### config.mk
export PLATFORM = sky130hd
export DESIGN_NAME = fp_add_sequencer
export DESIGN_NICKNAME = d
export VERILOG_FILES = /design/src/rtl/fp_add_sequencer.sv
export SDC_FILE = /design/constraint.sdc
export NUM_CORES = 1
export LEC_CHECK = 0
export ABC_AREA = 1
export CELL_PAD_IN_SITES_DETAIL_PLACEMENT = 1
export CELL_PAD_IN_SITES_GLOBAL_PLACEMENT = 1
export CORE_UTILIZATION = 30
export DETAILED_ROUTE_END_ITERATION = 7
export GPL_ROUTABILITY_DRIVEN = 0
export GPL_TIMING_DRIVEN = 0
export PLACE_DENSITY_LB_ADDON = 0.1
export SKIP_LAST_GASP = 1
export SYNTH_ARGS = -nofsm -noshare
export SYNTH_HDL_FRONTEND = slang
export SYNTH_SLANG_ARGS = --single-unit
### constraint.sdc
create_clock -name clock -period 3.8 [get_ports clock]
set_input_delay 0.38 -clock clock [delete_from_list [all_inputs] [get_ports clock]]
set_output_delay 0.38 -clock clock [all_outputs]
set_load 0.02 [all_outputs]
### src/rtl/fp_add_sequencer.sv
// rtl/fp_add_sequencer.sv - multi-cycle single-precision adder sequencer with truncation
package fp;
   typedef struct packed {
      logic        sign;
      logic [7:0]  exp;
      logic [22:0] frac;
   } float;
endpackage

module fp_add_sequencer (
   input  logic    clock,
   input  logic    reset,
   input  logic    in_valid,
   output logic    in_ready,
   input  fp::float a,
   input  fp::float b,
   output logic    out_valid,
   input  logic    out_ready,
   output fp::float result,
   output logic    busy
);

   typedef enum logic [2:0] {
      S_IDLE, S_CMP, S_ALIGN, S_ADD, S_NORM, S_DONE
   } state_t;

   state_t      state_q, state_d;
   fp::float    op_a_q, op_a_d;
   fp::float    op_b_q, op_b_d;
   logic [23:0] big_sig_q, big_sig_d;
   logic [23:0] small_sig_q, small_sig_d;
   logic [7:0]  diff_q, diff_d;
   logic [7:0]  exp_q, exp_d;
   logic [24:0] sum_q, sum_d;
   logic        sign_q, sign_d;
   logic        sub_q, sub_d;
   fp::float    result_q, result_d;

   // operand ordering for CMP: big holds the larger magnitude, ties keep a
   logic        a_is_big;
   fp::float    big_op, small_op;
   logic [7:0]  big_eff, small_eff, exp_inc;

   assign in_ready  = (state_q == S_IDLE);
   assign busy      = (state_q != S_IDLE);
   assign out_valid = (state_q == S_DONE);
   assign result    = result_q;

   // magnitude compare and effective exponents used by CMP
   always_comb begin
      a_is_big  = (op_a_q.exp > op_b_q.exp) ||
                  ((op_a_q.exp == op_b_q.exp) && (op_a_q.frac >= op_b_q.frac));
      big_op    = a_is_big ? op_a_q : op_b_q;
      small_op  = a_is_big ? op_b_q : op_a_q;
      big_eff   = (big_op.exp == 8'd0) ? 8'd1 : big_op.exp;
      small_eff = (small_op.exp == 8'd0) ? 8'd1 : small_op.exp;
      exp_inc   = exp_q + 8'd1;
   end

   // next-state and datapath updates, one FSM step per cycle
   always_comb begin
      state_d     = state_q;
      op_a_d      = op_a_q;
      op_b_d      = op_b_q;
      big_sig_d   = big_sig_q;
      small_sig_d = small_sig_q;
      diff_d      = diff_q;
      exp_d       = exp_q;
      sum_d       = sum_q;
      sign_d      = sign_q;
      sub_d       = sub_q;
      result_d    = result_q;
      case (state_q)
         S_IDLE: begin
            if (in_valid) begin
               op_a_d  = a;
               op_b_d  = b;
               state_d = S_CMP;
            end
         end
         S_CMP: begin
            if (op_a_q.exp == 8'hFF || op_b_q.exp == 8'hFF) begin
               result_d = 32'h7FC0_0000;
               state_d  = S_DONE;
            end else begin
               big_sig_d   = {big_op.exp != 8'd0, big_op.frac};
               small_sig_d = {small_op.exp != 8'd0, small_op.frac};
               exp_d       = big_eff;
               diff_d      = big_eff - small_eff;
               sign_d      = big_op.sign;
               sub_d       = big_op.sign ^ small_op.sign;
               state_d     = S_ALIGN;
            end
         end
         S_ALIGN: begin
            if (diff_q == 8'd0) begin
               state_d = S_ADD;
            end else if (diff_q >= 8'd25) begin
               small_sig_d = 24'd0;
               state_d     = S_ADD;
            end else begin
               small_sig_d = small_sig_q >> 1;
               diff_d      = diff_q - 8'd1;
            end
         end
         S_ADD: begin
            if (sub_q) sum_d = {1'b0, big_sig_q} - {1'b0, small_sig_q};
            else       sum_d = {1'b0, big_sig_q} + {1'b0, small_sig_q};
            state_d = S_NORM;
         end
         S_NORM: begin
            if (sum_q == 25'd0) begin
               result_d = 32'h0000_0000;
               state_d  = S_DONE;
            end else if (sum_q[24]) begin
               sum_d = sum_q >> 1;
               exp_d = exp_inc;
               if (exp_inc == 8'hFF) result_d = {sign_q, 8'hFF, 23'd0};
               else                  result_d = {sign_q, exp_inc, sum_q[23:1]};
               state_d = S_DONE;
            end else if (sum_q[23] || exp_q == 8'd1) begin
               result_d = {sign_q, (sum_q[23] ? exp_q : 8'd0), sum_q[22:0]};
               state_d  = S_DONE;
            end else begin
               sum_d = sum_q << 1;
               exp_d = exp_q - 8'd1;
            end
         end
         S_DONE: begin
            if (out_ready) state_d = S_IDLE;
         end
         default: state_d = S_IDLE;
      endcase
   end

   // state and datapath registers; reset discards any operation in flight
   always_ff @(posedge clock) begin
      if (reset) begin
         state_q     <= S_IDLE;
         op_a_q      <= '0;
         op_b_q      <= '0;
         big_sig_q   <= '0;
         small_sig_q <= '0;
         diff_q      <= '0;
         exp_q       <= '0;
         sum_q       <= '0;
         sign_q      <= 1'b0;
         sub_q       <= 1'b0;
         result_q    <= '0;
      end else begin
         state_q     <= state_d;
         op_a_q      <= op_a_d;
         op_b_q      <= op_b_d;
         big_sig_q   <= big_sig_d;
         small_sig_q <= small_sig_d;
         diff_q      <= diff_d;
         exp_q       <= exp_d;
         sum_q       <= sum_d;
         sign_q      <= sign_d;
         sub_q       <= sub_d;
         result_q    <= result_d;
      end
   end

endmodule
Word-level counts from Yosys, hierarchy flattened

Cells that the tools add are included.

Flip-flop bits (word level): 190
Bits of input ports: 68
Output and inout bits: 35
Logic and storage cells: 111

Add/sub/neg operators: 6
$lt $le $gt $ge: 3
Equality and inequality tests: 20
Multiplexer cells: 38
Bitwise gates (word level): 2
Reduce and logical (&&, ||, !) cells: 24

Operator list:

| kind                | number |
|---|---|
| $mux 32             | 6 |
| $mux 25             | 4 |
| $mux 8              | 10 |
| $pmux 32 s2         | 1 |
| $pmux 25 s2         | 1 |
| $mux 24             | 2 |
| $pmux 24 s2         | 1 |
| $pmux 8 s2          | 2 |
| $mux 31             | 1 |
| $add 24x24->25      | 1 |
| $logic_not 25->1    | 1 |
| $sub 24x24->25      | 1 |
| $eq 8x8->1 const B  | 3 |
| $logic_not 8->1     | 3 |
| $mux 3              | 8 |
| $ge 23x23->1        | 1 |
| $mux 23             | 1 |
| $pmux 3 s6          | 1 |
| $reduce_bool 8->1   | 2 |
| $sub 8x1->8 const B | 2 |
| $ne 2x2->1 const B  | 6 |
| $reduce_and 4->1    | 3 |
| $reduce_and 3->1    | 3 |
| $add 8x1->8 const B | 1 |
| 19 further kinds    | 28 |

Longest topological paths before layout

Gate-level depths: netlist (run 1).

Depth after elaboration: 9
Depth in mapped cells: 34
Depth with buffers taken out: 33

Least setup slack after synthesis (run 1)

No wires, ideal clock.

Path kind: register to register
Start: reg op_b_q[28] in the netlist's numbering
End: reg diff_q[6]
Setup time: 0.134 ns
Arrival time: 3.585 ns
Required time: 3.666 ns
Setup slack: 0.081 ns
Stages on the path, launching flop included: 28
Buffers on the path: 1
Clock period less this slack: 3.719 ns
Cells stage by stage: dfxtp_1 inv_2 ha_1 a21oi_1 nor2_1 a211oi_1 nand3_2 nand2_8 buf_12 nand2_1 o21ai_0 nand2_1 nor2_1 nand2_1 nand2_1 ha_1 inv_1 fa_1 nand2_1 nand2_1 a21oi_1 nor2_1 o21ai_0 nand2_1 o21ai_0 a21oi_1 nor3_1 a211oi_1

Word-level cells in the longest chain between the ends: 9
Elaborated cells between the ends (all ways): 17
Classes of those cells: 1 x add/sub; 1 x order compare; 3 x eq/ne; 6 x mux; 6 x reduce/logical

Ends and longest elaborated chain:

| what                                                               | line | source |
|---|---|---|
| start, declared                                                    | 29   | `fp::float op_b_q, op_b_d;` |
| start signal, assigned                                             | 153  | `op_b_q <= op_b_d;` |
| parallel branches: the longest is 9 deep, another holds $gt 8x8->1 | -    |  |
| end signal, assigned                                               | 156  | `diff_q <= diff_d;` |
| end, declared                                                      | 32   | `logic [7:0] diff_q, diff_d;` |

Several ways; the timed one is not identified. The select of a mux whose other input is x is not followed.
A chain may end at the register's enable or synchronous reset.

Worst setup path after layout (run 1)

Start: reg op_b_q[3] in the netlist's numbering
End: reg diff_q[6]

Word-level cells in the longest chain between the ends: 9
Elaborated cells between the ends (all ways): 12
Classes of those cells: 1 x add/sub; 1 x order compare; 6 x mux; 4 x reduce/logical

Ends and longest elaborated chain:

| what                               | line   | source |
|---|---|---|
| $ge 23x23->1 (*)                   | 52     | `((op_a_q.exp == op_b_q.exp) && (op_a_q.frac >= op_b_q.frac));` |
| $logic_and 1x1->1 (*)              | 52     |  |
| $logic_or 1x1->1 (*)               | 51     | `a_is_big = (op_a_q.exp > op_b_q.exp) \|\|` |
| $mux 32 (on tied branches)         | 53, 54 |  |
| $logic_not 8->1 (on tied branches) | 55, 56 |  |
| $mux 8 (on tied branches)          | 55, 56 |  |
| $sub 8x8->8 (*)                    | 89     | `diff_d = big_eff - small_eff;` |
| $mux 8 (*)                         | 82     | `if (op_a_q.exp == 8'hFF \|\| op_b_q.exp == 8'hFF) begin` |
| $pmux 8 s2 (*)                     | 73     | `case (state_q)` |

Mark *: on every way between the ends. The rest lies on a longest branch, timed or not. The select of a mux whose other input is x is not followed.

==> reports/results.md, run 1 <==
- **run status** complete, but fails checks
- **failing checks** negative setup slack
- **Critical Path End Type** flop
- **filler cell count** 5,051
- **Critical-path top delay cell** sky130_fd_sc_hd__fa_2
- **max capacitance violation total** 0
- **post-synthesis sequential area ratio** 0.314
- **final cycle utilization of the critical path** 1.03
- **most used flip-flop cell after synthesis** sky130_fd_sc_hd__dfxtp_1
- **buffer type at the clock tree root** sky130_fd_sc_hd__clkbuf_16
- **final net count** 2,144
- **Chip Width** 203 µm
- **number of buffers inserted during clock tree synthesis** 17
- **drt drc** 0
- **cells after synthesis** 1,826
- **Routed wire per std cell** 18.5 µm
- **starting density of the core** 0.305
- **TritonCTS clock tree** done
- **height of the die** 203 µm
- **arrival time of data at the critical path endpoint** 4.21 ns
- **Vias/cell** 5.05
- **slack of the critical path** -0.111 ns
- **non-filler cells in the finished layout** 2,543
- **post-synth net total** 1,966
- **transition time at the pin with the least slew margin** 1.00 ns
- **Vias** 12,900
- **top-level port count** 103
- **cell repeated most along the worst path** sky130_fd_sc_hd__nand2_2
- **number of different library cells in the post-synthesis netlist** 49
- **YS warnings** 0
- **maximum fanout count along the critical path** 8
- **synthesized flop and latch total** 190
- **Worst-Skew Late Latency** 0.47 ns
- **initial antenna violation count** 0
- **most area-consuming cells after synthesis** sky130_fd_sc_hd__dfxtp_1 31%, sky130_fd_sc_hd__a21oi_1 11%, sky130_fd_sc_hd__nand2_1 10%
- **number of design-rule violations left by the first detailed-router iteration** 589
- **Sink Count** 190
- **area grow syn2layout** 28.3%
- **post-synthesis instance area** 12,100 µm²
- **biggest cell delay along the critical path** 0.36 ns
- **global-route usage over all layers** 0.231
- **share of layout cells above drive strength 1** 0.148
- **utilization after layout** 0.391
- **Static Leakage** 6.63 nW
- **placed instance count** 2,453
- **peak supply drop** 0.000455 V
- **first-pass iteration count of the detailed router** 5
- **Die Outline Area** 41,200 µm²
- **data required time at the worst endpoint** 4.10 ns
- **final setup violating endpoints** 1
- **type of the worst setup path** reg -> reg
- **classification of the worst-slack hold path** reg -> reg
- **clock-pin slew of the registers on the worst-case setup and hold paths** 0.09 ns
- **number of rows in the core area** 73
- **average cell area after synthesis** 6.63 µm²
- **cell taking the most area after synthesis** sky130_fd_sc_hd__dfxtp_1
- **RSZ-0062 raised after global routing** true
- **DP Wirelength** 37,600 µm
- **final hold violations** 0
- **maximum number of pins on one net before global-route repair** 21
- **remaining number of nets flagged by the antenna check after routing** 0
- **most instantiated library cell after synthesis** sky130_fd_sc_hd__nand2_1
- **power density over cell area** 1110 nW/µm²
- **CTS Buffer Depth** 2
- **Clock Skews** 0.0174 ns
- **critical path startpoint category** flop
- **Hold Buf Count CTS** 0
- **Post-Place Worst Slack** -0.897 ns
- **count of pins over their slew limit** 0
- **final period demand of the worst path** 3.91 ns
- **proportion of synthesized flip-flops having asynchronous set or reset** 0
- **via count of the first global-routing pass** 13,300
- **port buffer count** 102
- **H-tree depth** 4
- **total length of routed wires** 47,100 µm
- **Core ar.** 39,700 µm²
- **overflow left after global routing** 0
- **Max-Slew Margin vs Limit** 0.331
- **portion of synthesized cell area occupied by the leading cell type** 0.314
- **wire length of the first global-routing pass** 73,600 µm
- **ranking of synthesized cells by instance count** 325 x sky130_fd_sc_hd__nand2_1, 274 x sky130_fd_sc_hd__a21oi_1, 248 x sky130_fd_sc_hd__inv_1
- **EDFF count, synth** 0
- **achievable frequency** 0.256 GHz
layer usage:
layer | part of all wire | vias to the layer above | GRT usage
li1 | - | 6458 | -
met4 | 0.027 | 0 | 0.0808
met1 | 0.47 | 6121 | 0.296
met2 | 0.48 | 209 | 0.399
met5 | 0 | - | 0
met3 | 0.022 | 63 | 0.0244
path summary, 6_finish.rpt:
check / start / endpoint / slack, ns / depth (start not counted)
min: result[13]$_SDFFE_PP0P_ / result[13]$_SDFFE_PP0P_ / 0.46 / 2
max: op_b_q[3]$_SDFFE_PP0P_ / diff_q[6]$_SDFFE_PP0P_ / -0.11 / 30
min reg2reg: result[13]$_SDFFE_PP0P_ / result[13]$_SDFFE_PP0P_ / 0.46 / 2
max reg2reg: op_b_q[3]$_SDFFE_PP0P_ / diff_q[6]$_SDFFE_PP0P_ / -0.11 / 30
power breakdown:
| part | total [W] | switching (W) | internal, W |
|---|---|---|---|
| Sequential | 0.00317 | 0.000562 | 0.00261 |
| Clock | 0.00188 | 0.000975 | 0.000908 |
| Combinational | 0.0122 | 0.00751 | 0.00467 |
state kept, by name, indices dropped and copies added (netlist names):
signal / flops
sum_q: 25
state_q: 3
diff_q: 8
big_sig_q: 24
sub_q: 1
op_a_q: 32
exp_q: 8
result: 32
sign_q: 1
op_b_q: 32
small_sig_q: 24
cell families (layout without fill, tap and decap cells):
family	after synthesis	after routing	share of synthesized area
other	0	1	0
buffers and inverters	350	541	0.114
adder cells (fa/ha/maj)	72	72	0.0756
AND/OR/NAND/NOR	565	565	0.198
XOR/XNOR	43	43	0.0311
AO/OA/AOI/OAI	606	606	0.268
flip-flops	190	190	0.314
worst max-delay path: cells and delay by family, from the launching register on:
| family | cells | cell delay [ns] |
|---|---|---|
| adder cells (fa/ha/maj) | 3 | 0.80 |
| AND/OR/NAND/NOR | 18 | 1.56 |
| AO/OA/AOI/OAI | 6 | 0.76 |
| flip-flops | 1 | 0.35 |
| buffers and inverters | 3 | 0.26 |
cell usage in the layout (no fill, tap or decap), types with 5 or more instances in the layout:
cell | netlist | layout
sky130_fd_sc_hd__ha_1 | 70 | 46
sky130_fd_sc_hd__a21oi_2 | 1 | 6
sky130_fd_sc_hd__clkbuf_16 | 0 | 17
sky130_fd_sc_hd__a21oi_1 | 274 | 269
sky130_fd_sc_hd__nand2_2 | 4 | 37
sky130_fd_sc_hd__nor3_1 | 21 | 18
sky130_fd_sc_hd__or2_2 | 8 | 7
sky130_fd_sc_hd__o22ai_1 | 22 | 22
sky130_fd_sc_hd__o211ai_1 | 28 | 28
sky130_fd_sc_hd__ha_4 | 0 | 20
sky130_fd_sc_hd__nor2_4 | 0 | 9
sky130_fd_sc_hd__buf_4 | 3 | 58
sky130_fd_sc_hd__dfxtp_1 | 190 | 165
sky130_fd_sc_hd__xnor2_1 | 5 | 5
sky130_fd_sc_hd__inv_2 | 10 | 25
sky130_fd_sc_hd__a211oi_1 | 12 | 10
sky130_fd_sc_hd__xor2_1 | 38 | 37
sky130_fd_sc_hd__o21ai_1 | 4 | 5
sky130_fd_sc_hd__o21ai_0 | 229 | 217
sky130_fd_sc_hd__nor2_1 | 109 | 96
sky130_fd_sc_hd__nor4_1 | 6 | 5
sky130_fd_sc_hd__nand2_1 | 325 | 290
sky130_fd_sc_hd__nor2_2 | 5 | 9
sky130_fd_sc_hd__nand3_1 | 64 | 57
sky130_fd_sc_hd__clkdlybuf4s50_1 | 0 | 102
sky130_fd_sc_hd__a31oi_1 | 15 | 15
sky130_fd_sc_hd__nand3_2 | 2 | 8
sky130_fd_sc_hd__o21ai_2 | 1 | 7
sky130_fd_sc_hd__buf_2 | 20 | 20
sky130_fd_sc_hd__o21ai_4 | 0 | 5
sky130_fd_sc_hd__dfxtp_2 | 0 | 24
sky130_fd_sc_hd__inv_1 | 248 | 232
sky130_fd_sc_hd__clkbuf_1 | 65 | 64
sky130_fd_sc_hd__o21bai_1 | 5 | 5
sky130_fd_sc_hd__inv_6 | 0 | 6
sky130_fd_sc_hd__nand4_1 | 14 | 14
area by class of cell:
class	count	area, µm²	area share
diodes	1	2.50	0.000161
plain buffers	91	413	0.0266
clock buffers	18	439	0.0283
clock inverters	14	163	0.0105
inverters	259	977	0.0629
multi-input cells	1286	7580	0.488
flip-flops and latches	190	3840	0.247
well taps	525	657	0.0423
repair buffers	159	1470	0.0948
stage by stage:
stage	total power (W)	TNS, ns	hold slack [ns]	instance area (µm²)
finish	0.0172	-0.111	0.463	15500
global route	0.0189	-0.683	0.478	15500
CTS	0.0162	-0.173	0.468	15000
detailed placement	0.0131	-2.64	0.456	13800
global placement	0.0129	-1.88	0.452	13800
floorplan	0.0100	0	0.440	12100
timing repair:
item / in CTS / in global routing
hold endpoints to repair: 0 / 0
setup endpoints to repair: 11 / 10
resized for setup: 95 / 92
pin swaps: 26 / 47
gates cloned: 1 / 0
setup buffers: 33 / 23
Power figures use the tool's default switching activity.
==> inputs of run 2 (changes only) <==
Settings changed: CAP_MARGIN from default to 20.
==> results of run 2 <==
Final layout, timing and power as in run 1 (identical DEF).
